<file path="src/rtl/eq_error_detector_pkg.sv">
`default_nettype none
// ============================================================================
// Module  : eq_err_pkg
// Purpose : Shared types and width helpers for the equalizer decision and
//           error-sign stage (eq_error_detector / round_sat).
// Ports   : none (package)
// Revision: 1.0 - initial release
// ============================================================================
package eq_err_pkg;

  // Lock-detect state: acquiring or tracking.
  typedef enum logic [0:0] {
    ST_ACQ   = 1'b0,
    ST_TRACK = 1'b1
  } eq_lock_state_t;

  // Default geometry of the block.
  localparam int unsigned EQ_DEF_DATA_WIDTH = 36;
  localparam int unsigned EQ_DEF_PHASE_NUM  = 2;
  localparam int unsigned EQ_DEF_OUT_WIDTH  = 16;
  localparam int unsigned EQ_DEF_SHIFT      = 18;
  localparam int unsigned EQ_DEF_WIN_LOG2   = 10;

  // Width of the shifted/rounded value before saturation. One extra bit
  // covers the carry from adding the rounding constant.
  function automatic int rnd_width(input int dw, input int sh);
    return dw - sh + 1;
  endfunction

  // Slicer error width: d - y never overflows at OUT_WIDTH+2 bits.
  function automatic int err_width(input int ow);
    return ow + 2;
  endfunction

  // Phase-select width, kept at least 1 bit for single-phase builds.
  function automatic int sel_width(input int n);
    return (n > 1) ? $clog2(n) : 1;
  endfunction

endpackage
`default_nettype wire

</file>
<file path="src/rtl/eq_error_detector_round_sat.sv">
`default_nettype none
// ============================================================================
// Module  : round_sat
// Purpose : Two registered stages: arithmetic right shift with round-half-up,
//           then symmetric saturation to +/-(2^(OUT_WIDTH-1)-1).
// Ports   : clk, reset (async, active-high)
//           ce_i   - input sample valid / clock enable of stage 1
//           x_i    - signed full-precision sample
//           y_o    - signed rounded and saturated sample
//           vld_o  - y_o carries a new sample this cycle
// Revision: 1.0 - initial release
// ============================================================================
module round_sat
  import eq_err_pkg::*;
#(
  parameter int DATA_WIDTH = 36,
  parameter int OUT_WIDTH  = 16,
  parameter int SHIFT      = 18
) (
  input  logic                        clk,
  input  logic                        reset,
  input  logic                        ce_i,
  input  logic signed [DATA_WIDTH-1:0] x_i,
  output logic signed [OUT_WIDTH-1:0]  y_o,
  output logic                        vld_o
);

  // Assumes DATA_WIDTH-SHIFT+1 >= OUT_WIDTH, i.e. saturation can be needed.
  localparam int RW = rnd_width(DATA_WIDTH, SHIFT);
  localparam logic signed [DATA_WIDTH:0] HALF    = (DATA_WIDTH+1)'(1) << (SHIFT-1);
  localparam logic signed [RW-1:0]       SAT_MAX = RW'((1 << (OUT_WIDTH-1)) - 1);
  localparam logic signed [RW-1:0]       SAT_MIN = -SAT_MAX;

  logic signed [DATA_WIDTH:0] w_x_ext;
  logic signed [RW-1:0]       w_rnd;
  logic signed [OUT_WIDTH-1:0] w_sat;

  logic signed [RW-1:0]        rnd_q;
  logic signed [OUT_WIDTH-1:0] y_q;
  logic                        vld1_q;
  logic                        vld2_q;

  // Sign-extend by one bit so x + 2^(SHIFT-1) cannot wrap at full scale.
  always_comb begin
    w_x_ext = {x_i[DATA_WIDTH-1], x_i};
    w_rnd   = RW'((w_x_ext + HALF) >>> SHIFT);
  end

  always_comb begin
    if (rnd_q > SAT_MAX) begin
      w_sat = SAT_MAX[OUT_WIDTH-1:0];
    end else if (rnd_q < SAT_MIN) begin
      w_sat = SAT_MIN[OUT_WIDTH-1:0];
    end else begin
      w_sat = rnd_q[OUT_WIDTH-1:0];
    end
  end

  always_ff @(posedge clk or posedge reset) begin
    if (reset) begin
      rnd_q  <= '0;
      y_q    <= '0;
      vld1_q <= 1'b0;
      vld2_q <= 1'b0;
    end else begin
      vld1_q <= ce_i;
      vld2_q <= vld1_q;
      if (ce_i) begin
        rnd_q <= w_rnd;
      end
      if (vld1_q) begin
        y_q <= w_sat;
      end
    end
  end

  assign y_o   = y_q;
  assign vld_o = vld2_q;

endmodule
`default_nettype wire

</file>
<file path="src/rtl/eq_error_detector.sv">
`default_nettype none
// ============================================================================
// Module  : eq_error_detector
// Purpose : Symbol decision and error-sign stage behind the LMS equalizer.
//           Selects the symbol phase, rounds/saturates, slices against +/-R,
//           emits error sign + symbol strobe, and tracks lock per window.
// Ports   : clk, reset (async, active-high)
//           i_dtin       - multi-phase equalizer output
//           i_vldin      - input beat valid
//           i_sym_phase  - phase carrying the symbol
//           i_ref_level  - decision amplitude R (unsigned, > 0)
//           i_lock_thr   - big-error count at/below which lock is declared
//           i_unlock_thr - big-error count at/above which lock is lost
//           o_dout       - rounded, saturated symbol
//           o_sym_vld    - one-cycle strobe per symbol
//           o_error      - error sign (1 when d - y < 0)
//           o_lock       - high while tracking
//           o_err_cnt    - big-error count of last completed window
// Revision: 1.0 - initial release
// ============================================================================
module eq_error_detector
  import eq_err_pkg::*;
#(
  parameter  int _DATA_WIDTH = 36,
  parameter  int _PHASE_NUM  = 2,
  parameter  int _OUT_WIDTH  = 16,
  parameter  int _SHIFT      = 18,
  parameter  int _WIN_LOG2   = 10,
  localparam int SPW         = sel_width(_PHASE_NUM)
) (
  input  logic                              clk,
  input  logic                              reset,
  input  logic [_DATA_WIDTH*_PHASE_NUM-1:0] i_dtin,
  input  logic                              i_vldin,
  input  logic [SPW-1:0]                    i_sym_phase,
  input  logic [_OUT_WIDTH-1:0]             i_ref_level,
  input  logic [_WIN_LOG2:0]                i_lock_thr,
  input  logic [_WIN_LOG2:0]                i_unlock_thr,
  output logic [_OUT_WIDTH-1:0]             o_dout,
  output logic                              o_sym_vld,
  output logic                              o_error,
  output logic                              o_lock,
  output logic [_WIN_LOG2:0]                o_err_cnt
);

  localparam int EW = err_width(_OUT_WIDTH);
  localparam logic [_WIN_LOG2:0] CNT_MAX = {1'b1, {_WIN_LOG2{1'b0}}};

  logic signed [_DATA_WIDTH-1:0] w_sel;
  logic signed [_OUT_WIDTH-1:0]  w_y;
  logic                          w_y_vld;
  logic signed [EW-1:0]          w_y_ext;
  logic signed [EW-1:0]          w_r_ext;
  logic signed [EW-1:0]          w_dec;
  logic signed [EW-1:0]          w_e;
  logic        [EW-1:0]          w_abs_e;
  logic        [EW-1:0]          w_half;
  logic                          w_big;

  logic [_OUT_WIDTH-1:0] dout_q;
  logic                  sym_vld_q;
  logic                  error_q;
  logic                  big_q;

  logic [_WIN_LOG2-1:0] win_q, win_d;
  logic [_WIN_LOG2:0]   big_cnt_q, big_cnt_d;
  logic [_WIN_LOG2:0]   err_cnt_q, err_cnt_d;
  logic [_WIN_LOG2:0]   w_cnt_incl;
  logic                 w_win_end;
  eq_lock_state_t       state_q, state_d;

  // Phase mux; out-of-range indices fall back to phase 0.
  always_comb begin
    w_sel = i_dtin[_DATA_WIDTH-1:0];
    for (int k = 1; k < _PHASE_NUM; k++) begin
      if (i_sym_phase == SPW'(k)) begin
        w_sel = i_dtin[k*_DATA_WIDTH +: _DATA_WIDTH];
      end
    end
  end

  round_sat #(
    .DATA_WIDTH (_DATA_WIDTH),
    .OUT_WIDTH  (_OUT_WIDTH),
    .SHIFT      (_SHIFT)
  ) u_round_sat (
    .clk   (clk),
    .reset (reset),
    .ce_i  (i_vldin),
    .x_i   (w_sel),
    .y_o   (w_y),
    .vld_o (w_y_vld)
  );

  // Slicer: y = 0 decides +R. |e| <= R + max|y| fits EW bits unsigned.
  always_comb begin
    w_y_ext = {{2{w_y[_OUT_WIDTH-1]}}, w_y};
    w_r_ext = {2'b00, i_ref_level};
    w_dec   = w_y[_OUT_WIDTH-1] ? -w_r_ext : w_r_ext;
    w_e     = w_dec - w_y_ext;
    w_abs_e = w_e[EW-1] ? $unsigned(-w_e) : $unsigned(w_e);
    w_half  = {3'b000, i_ref_level[_OUT_WIDTH-1:1]};
    w_big   = (w_abs_e > w_half);
  end

  always_ff @(posedge clk or posedge reset) begin
    if (reset) begin
      dout_q    <= '0;
      sym_vld_q <= 1'b0;
      error_q   <= 1'b0;
      big_q     <= 1'b0;
    end else begin
      sym_vld_q <= w_y_vld;
      if (w_y_vld) begin
        dout_q  <= w_y;
        error_q <= w_e[EW-1];
        big_q   <= w_big;
      end
    end
  end

  // Window bookkeeping runs on the output strobe, so window results land
  // one cycle after the last symbol of the window leaves the pipeline.
  always_comb begin
    win_d      = win_q;
    big_cnt_d  = big_cnt_q;
    err_cnt_d  = err_cnt_q;
    w_cnt_incl = big_cnt_q;
    if (sym_vld_q && big_q && (big_cnt_q != CNT_MAX)) begin
      w_cnt_incl = big_cnt_q + 1'b1;
    end
    w_win_end = sym_vld_q && (win_q == '1);
    if (sym_vld_q) begin
      win_d = win_q + 1'b1;
      if (w_win_end) begin
        big_cnt_d = '0;
        err_cnt_d = w_cnt_incl;
      end else begin
        big_cnt_d = w_cnt_incl;
      end
    end
  end

  always_comb begin
    state_d = state_q;
    if (w_win_end) begin
      case (state_q)
        ST_ACQ:   if (w_cnt_incl <= i_lock_thr)   state_d = ST_TRACK;
        ST_TRACK: if (w_cnt_incl >= i_unlock_thr) state_d = ST_ACQ;
        default:  state_d = ST_ACQ;
      endcase
    end
  end

  always_ff @(posedge clk or posedge reset) begin
    if (reset) begin
      win_q     <= '0;
      big_cnt_q <= '0;
      err_cnt_q <= '0;
      state_q   <= ST_ACQ;
    end else begin
      win_q     <= win_d;
      big_cnt_q <= big_cnt_d;
      err_cnt_q <= err_cnt_d;
      state_q   <= state_d;
    end
  end

  assign o_dout    = dout_q;
  assign o_sym_vld = sym_vld_q;
  assign o_error   = error_q;
  assign o_lock    = (state_q == ST_TRACK);
  assign o_err_cnt = err_cnt_q;

endmodule
`default_nettype wire

</file>
<file path="config.mk">
export PLATFORM = sky130hd
export DESIGN_NAME = eq_error_detector
export DESIGN_NICKNAME = d
export VERILOG_FILES = /design/src/rtl/eq_error_detector_pkg.sv /design/src/rtl/eq_error_detector_round_sat.sv /design/src/rtl/eq_error_detector.sv
export SDC_FILE = /design/constraint.sdc
export NUM_CORES = 1
export LEC_CHECK = 0
export ABC_AREA = 1
export CAP_MARGIN = 25
export CORE_MARGIN = 1.5
export CORE_UTILIZATION = 51
export CTS_BUF_LIST = sky130_fd_sc_hd__clkbuf_4
export CTS_CLUSTER_DIAMETER = 60
export DETAILED_ROUTE_END_ITERATION = 10
export GPL_ROUTABILITY_DRIVEN = 1
export HOLD_SLACK_MARGIN = 0.12
export PLACE_DENSITY = 0.85
export SYNTH_ARGS = -nofsm -noshare
export SYNTH_HDL_FRONTEND = slang
export SYNTH_SLANG_ARGS = --single-unit
</file>
<file path="constraint.sdc">
create_clock -name clk -period 4.55 [get_ports clk]
set_clock_uncertainty 0.1 [all_clocks]
set_input_delay 0.455 -clock clk [delete_from_list [all_inputs] [get_ports clk]]
set_output_delay 0.455 -clock clk [all_outputs]
set_load 0.01 [all_outputs]
</file>
-- Word-level counts from Yosys, hierarchy flattened
Index checks and enable logic that the tools add are counted.
- add/sub/neg operators: 6
- magnitude comparators: 5
- equal/unequal tests: 2
- multiplexer cells: 10
- bitwise logic cells: 1
- reductions and logical operators: 4
- operator list (kind ; count):
    adder 36 x 19 -> 37 bit (second input constant) ; 1
    two-way mux 18 bit ; 2
    two-way mux 36 bit ; 1
    two-way mux 16 bit ; 2
    two-way mux 11 bit ; 2
    greater-than comparator 19 x 16 -> 1 bit (second input constant) ; 1
    < comparator 19 x 16 -> 1 bit (second input constant) ; 1
    greater-than comparator 18 x 15 -> 1 bit ; 1
    negation 16 -> 18 bit ; 1
    negation 18 bit ; 1
    subtractor 18 x 16 -> 18 bit ; 1
    adder 11 x 1 -> 11 bit (second input constant) ; 1
    >= comparator 11 bit ; 1
    less-or-equal comparator 11 bit ; 1
    inequality test 11 bit (second input constant) ; 1
    adder 10 x 1 -> 10 bit (second input constant) ; 1
    == test 10 bit (second input constant) ; 1
    logical AND 1 bit ; 3
    two-way mux 1 bit ; 2
    case mux 1 bit (2 select lines) ; 1
    AND reduction 2 bit ; 1
    inverter 1 bit ; 1
- bits in registers: 89
- bits of input ports: 114
- output and inout bits: 30
- word-level logic and storage cells: 40

-- Depth between registers and ports, before layout
- word-level depth: 6
- gate-level depth with buffers: 34
- gate-level depth less buffers: 33

-- Cells and area by module
A second synthesis with hierarchy kept.
- cells, all modules: 1074
- area total of the unflattened synthesis: 7542.2 sq um
- modules (own cells, without submodules) (module ; times used ; cells each ; area each (sq um)):
    eq_error_detector ; 1 ; 817 ; 5584.1
    round_sat ; 1 ; 257 ; 1958.1

-- Worst setup path before layout
No wires, ideal clock.
- path kind: input -> register
- start: in i_ref_level[0]
- end: reg big_q
- setup time: 0.117 ns
- arrival time: 3.826 ns
- data required time: 4.333 ns
- setup slack: 0.507 ns
- stages: 32
- buffers on the path: 1
- path through: inv_1 > ha_1 > inv_1 > o41ai_1 > xor2_1 > ha_1 > nand2_1 > nand2_1 > nand2_1 > nand2_1 > a21oi_1 > nand2_2 > nand4_2 > nand3_4 > inv_4 > buf_8 > nand2_1 > xor2_1 > inv_1 > ha_1 > nand4_1 > nor3_1 > o21ai_0 > nand3_1 > o21ai_0 > nand2_1 > nand2_1 > nand2_1 > a21oi_2 > nand3_1 > nor2_1 > nor2_1
- cells in the longest elaborated chain, start to end: 6
- RTL lines (element ; line ; source):
    from (decl) ; eq_error_detector.sv:36 ; input logic [_OUT_WIDTH-1:0] i_ref_level,
    negation 16 -> 18 bit ; eq_error_detector.sv:99 ; w_dec = w_y[_OUT_WIDTH-1] ? -w_r_ext : w_r_ext;
    two-way mux 18 bit (*) ; eq_error_detector.sv:99 ;
    subtractor 18 x 16 -> 18 bit (*) ; eq_error_detector.sv:100 ; w_e = w_dec - w_y_ext;
    negation 18 bit ; eq_error_detector.sv:101 ; w_abs_e = w_e[EW-1] ? $unsigned(-w_e) : $unsigned(w_e);
    two-way mux 18 bit (*) ; eq_error_detector.sv:101 ;
    greater-than comparator 18 x 15 -> 1 bit (*) ; eq_error_detector.sv:103 ; w_big = (w_abs_e > w_half);
    to (signal assigned) ; eq_error_detector.sv:117 ; big_q <= w_big;
    to (decl) ; eq_error_detector.sv:63 ; logic big_q;
Mark *: on every way between the ends. The rest lies on a longest branch, timed or not.
A chain may end at the register's enable or synchronous reset.

-- Worst setup path after layout
Same ends and word-level chain as after synthesis.

==> results.ini <==
[cells_and_area]
area_delta_synth_final_pct = 33.13
diodes = 0
final_common_cell = nand2_1
layout_common_cells = nand2_1 (205), inv_1 (174), clkdlybuf4s50_1 (105)
fin_area_mm2 = 0.009628
stdcell_count = 1385
drive_gt1_frac = 0.1934
nFillCells = 1041
fin_nets = 1373

[run_status]
status = finished, final reports clean

[power_and_ir_drop]
pwr-share-seq = 0.259
power_mw = 4.041
netSwitchingFraction = 0.4504
ir_drop_v = 0.0001680
power_density_mw_per_mm2 = 419.7
pwr-share-comb = 0.620
internal_power_mw = 2.221
pwr-share-clk = 0.121
power.switching_mw = 1.820
p_leak_nw = 4.865

[sta]
timing.final.crit_share = 0.9919
period_minus_slack_ps = 4513
max_slew.worst_pin.slew_ps = 930.1
fin_tns_setup_ps = 0
hold_viol = 0
slew_headroom = 0.3770
slew_violations = 0
max_freq_mhz = 221.6
setup_viol = 0

[clock_tree]
htree_levels = 3
clock_latency_ps = 490
cts_made_buffers = 9
root_buffer = clkbuf_4
clock_path_buffers = 2
ctsHoldBuffers = 0
numClockSinks = 89
cts_tree = built
clkTransAtPathRegs_ps = 180

[synthesis]
synth-seq-cells = 89
postSynthAreaPerCell_um2 = 7.167
yosys-top-cells-area = dfrtp_1 (31%), nand2_1 (11%), ha_1 (10%)
yosysTopAreaCell = dfrtp_1
synth_area_mm2 = 0.007232
netlist.area_leader.share = 0.3080
synthDistinctLibCells = 52
synthArstFlopShare = 1.000
synth_warnings = 0
netlist_instances = 1009
synthFlopType = dfrtp_1
synth_nets = 1182
ys_seq_area_frac = 0.3080
synth_edf_count = 0

[setup_path]
r2r_setup_slack_ps = 220
cp_top_family = simple AND/OR/NAND/NOR gates
reg2regPathDepth = 27
cp-start-kind = primary input
cpMostUsedCell = nand2_1
worstReg2RegStart = u_round_sat.y_o[15]$_DFFE_PP0P_
slowest_delay_ps = 420
worstPathMaxFanout = 8
critPathArrivalTime_ps = 4780
crit_slowest_cell = clkdlybuf4s50_1
critPathKind = primary input to flip-flop
crit_start = i_ref_level[0]
cp.required_ps = 4820
path_buf_inv = 4
worst_setup_path_end_kind = flip-flop
path_depth = 31

[placed_design]
placement.io_buffers = 109
place_area_mm2 = 0.009074
placed_cells = 1363
place_hpwl_um = 14820
gp_congestion = 0.8991

[route]
route.detailed.drc = 0
wirelength_um = 19820
drtIter0Drc = 532
drt_pass1_iterations = 5
routedWlPerCell_um = 14.31
via_per_inst = 5.219
vias = 7228
detail-route-antenna-nets = 0

[global_routing]
antenna_found_initial = 0
grt_max_degree = 50
grt_pass1_wl_um = 30100
grt_pass1_vias = 6742
overflow = 0
grt_usage = 0.2526

[die]
io_pins = 144
die_h_um = 122.1
fp.dieArea_mm2 = 0.01490
start_util = 0.5210
fp.dieW_um = 122.1
num_rows = 43
core_mm2 = 0.01388

[hold_path]
hold_class = primary input to async pin

[job]
cap_viol_max_count = 0

state kept, by name (all words and copies together), names as in the netlist:
register / cells
big_cnt_q: 11
big_q: 1
o_dout: 16
o_err_cnt: 11
o_error: 1
o_lock: 1
o_sym_vld: 1
u_round_sat.rnd_q: 19
u_round_sat.vld1_q: 1
u_round_sat.vld_o: 1
u_round_sat.y_o: 16
win_q: 10
repair_timing:
item | in CTS | in global routing
setup buffers | 0 | 6
setup endpoints to repair | 0 | 1
gates resized for setup | 0 | 80
endpoints found under the hold margin | 0 | 0
metal layers:
metal	up-vias	share of wire	global-route usage
li1	3608	-	-
met1	3319	0.41	0.3174
met2	252	0.50	0.4480
met3	49	0.061	0.04073
met4	0	0.023	0.07122
met5	-	0	0
logic make-up after synthesis:
family,Yosys count,share of synthesized area
adder cells (fa/ha/maj),59,0.1031
AND/OR/NAND/NOR,437,0.2780
XOR/XNOR,54,0.07059
flip-flops,89,0.3080
multiplexers,2,0.002768
AO/OA/AOI/OAI,158,0.1228
buffers and inverters,210,0.1147
power groups by stage:
stage	Combinational, mW	Clock, mW	Sequential [mW]
after floorplan	1.39	0	1.03
after global placement	2.08	0	1.05
after detailed placement	2.17	0	1.06
after CTS	2.18	0.489	1.04
after global routing	2.76	0.521	1.06
final	2.50	0.490	1.05
synthesized netlist by cell type (all sizes together) (6+ instances only):
master,number
a21oi,30
a31oi,10
buf,10
clkbuf,10
dfrtp,89
ha,58
inv,189
nand2,234
nand3,52
nand4,19
nor2,105
nor3,16
nor4,6
o21ai,99
xnor2,11
xor2,43
final cells by class:
cell class | instances | area (µm²) | area share
Clock inverter | 6 | 73.82 | 0.007667
Inverter | 190 | 719.4 | 0.07472
Clock buffer | 10 | 75.07 | 0.007797
Multi-Input combinational cell | 710 | 4522 | 0.4697
Timing Repair Buffer | 200 | 1784 | 0.1853
Tap cell | 180 | 225.2 | 0.02339
Sequential cell | 89 | 2228 | 0.2314
stage by stage:
stage / hold WS (ps) / utilization / setup slack [ps]
final: 260.8 / 0.6936 / 36.76
after global routing: 318.1 / 0.6936 / -228.6
after CTS: 270.6 / 0.6644 / 28.17
after detailed placement: 362.7 / 0.6537 / -446.6
after global placement: 359.1 / 0.6537 / -356.9
after floorplan: 313.8 / - / 506.9
worst register-to-register path, cell delays in order (launching register included):
cell and delay, ps:
dfrtp_2 570, inv_2 120, nor2_1 150, xor2_1 160
buf_4 140, ha_1 270, a21oi_2 190, nand2_1 120
a21oi_2 180, nand2_2 80, nand4_2 110, nand3_4 170
nor2_2 150, xor2_1 220, inv_1 80, ha_1 320
nand4_1 130, nor3_1 60, o21ai_1 90, nand3_1 110
o21ai_1 170, nand2_1 70, nand2_1 60, nand2_1 60
a21oi_2 100, nand3_1 80, nor2_2 150, nor2_1 60
final timing paths:
| kind | endpoint |
|---|---|
| min in group clk | win_q[9]$_DFFE_PP0P_ |
| setup reg to reg | big_q$_DFFE_PP0P_ |
| max in group asynchronous | u_round_sat.y_o[15]$_DFFE_PP0P_ |
| setup / recovery | big_q$_DFFE_PP0P_ |
| hold reg to reg | win_q[9]$_DFFE_PP0P_ |
| hold / removal | o_err_cnt[3]$_DFFE_PP0P_ |
(Power assumes the default switching activity.)
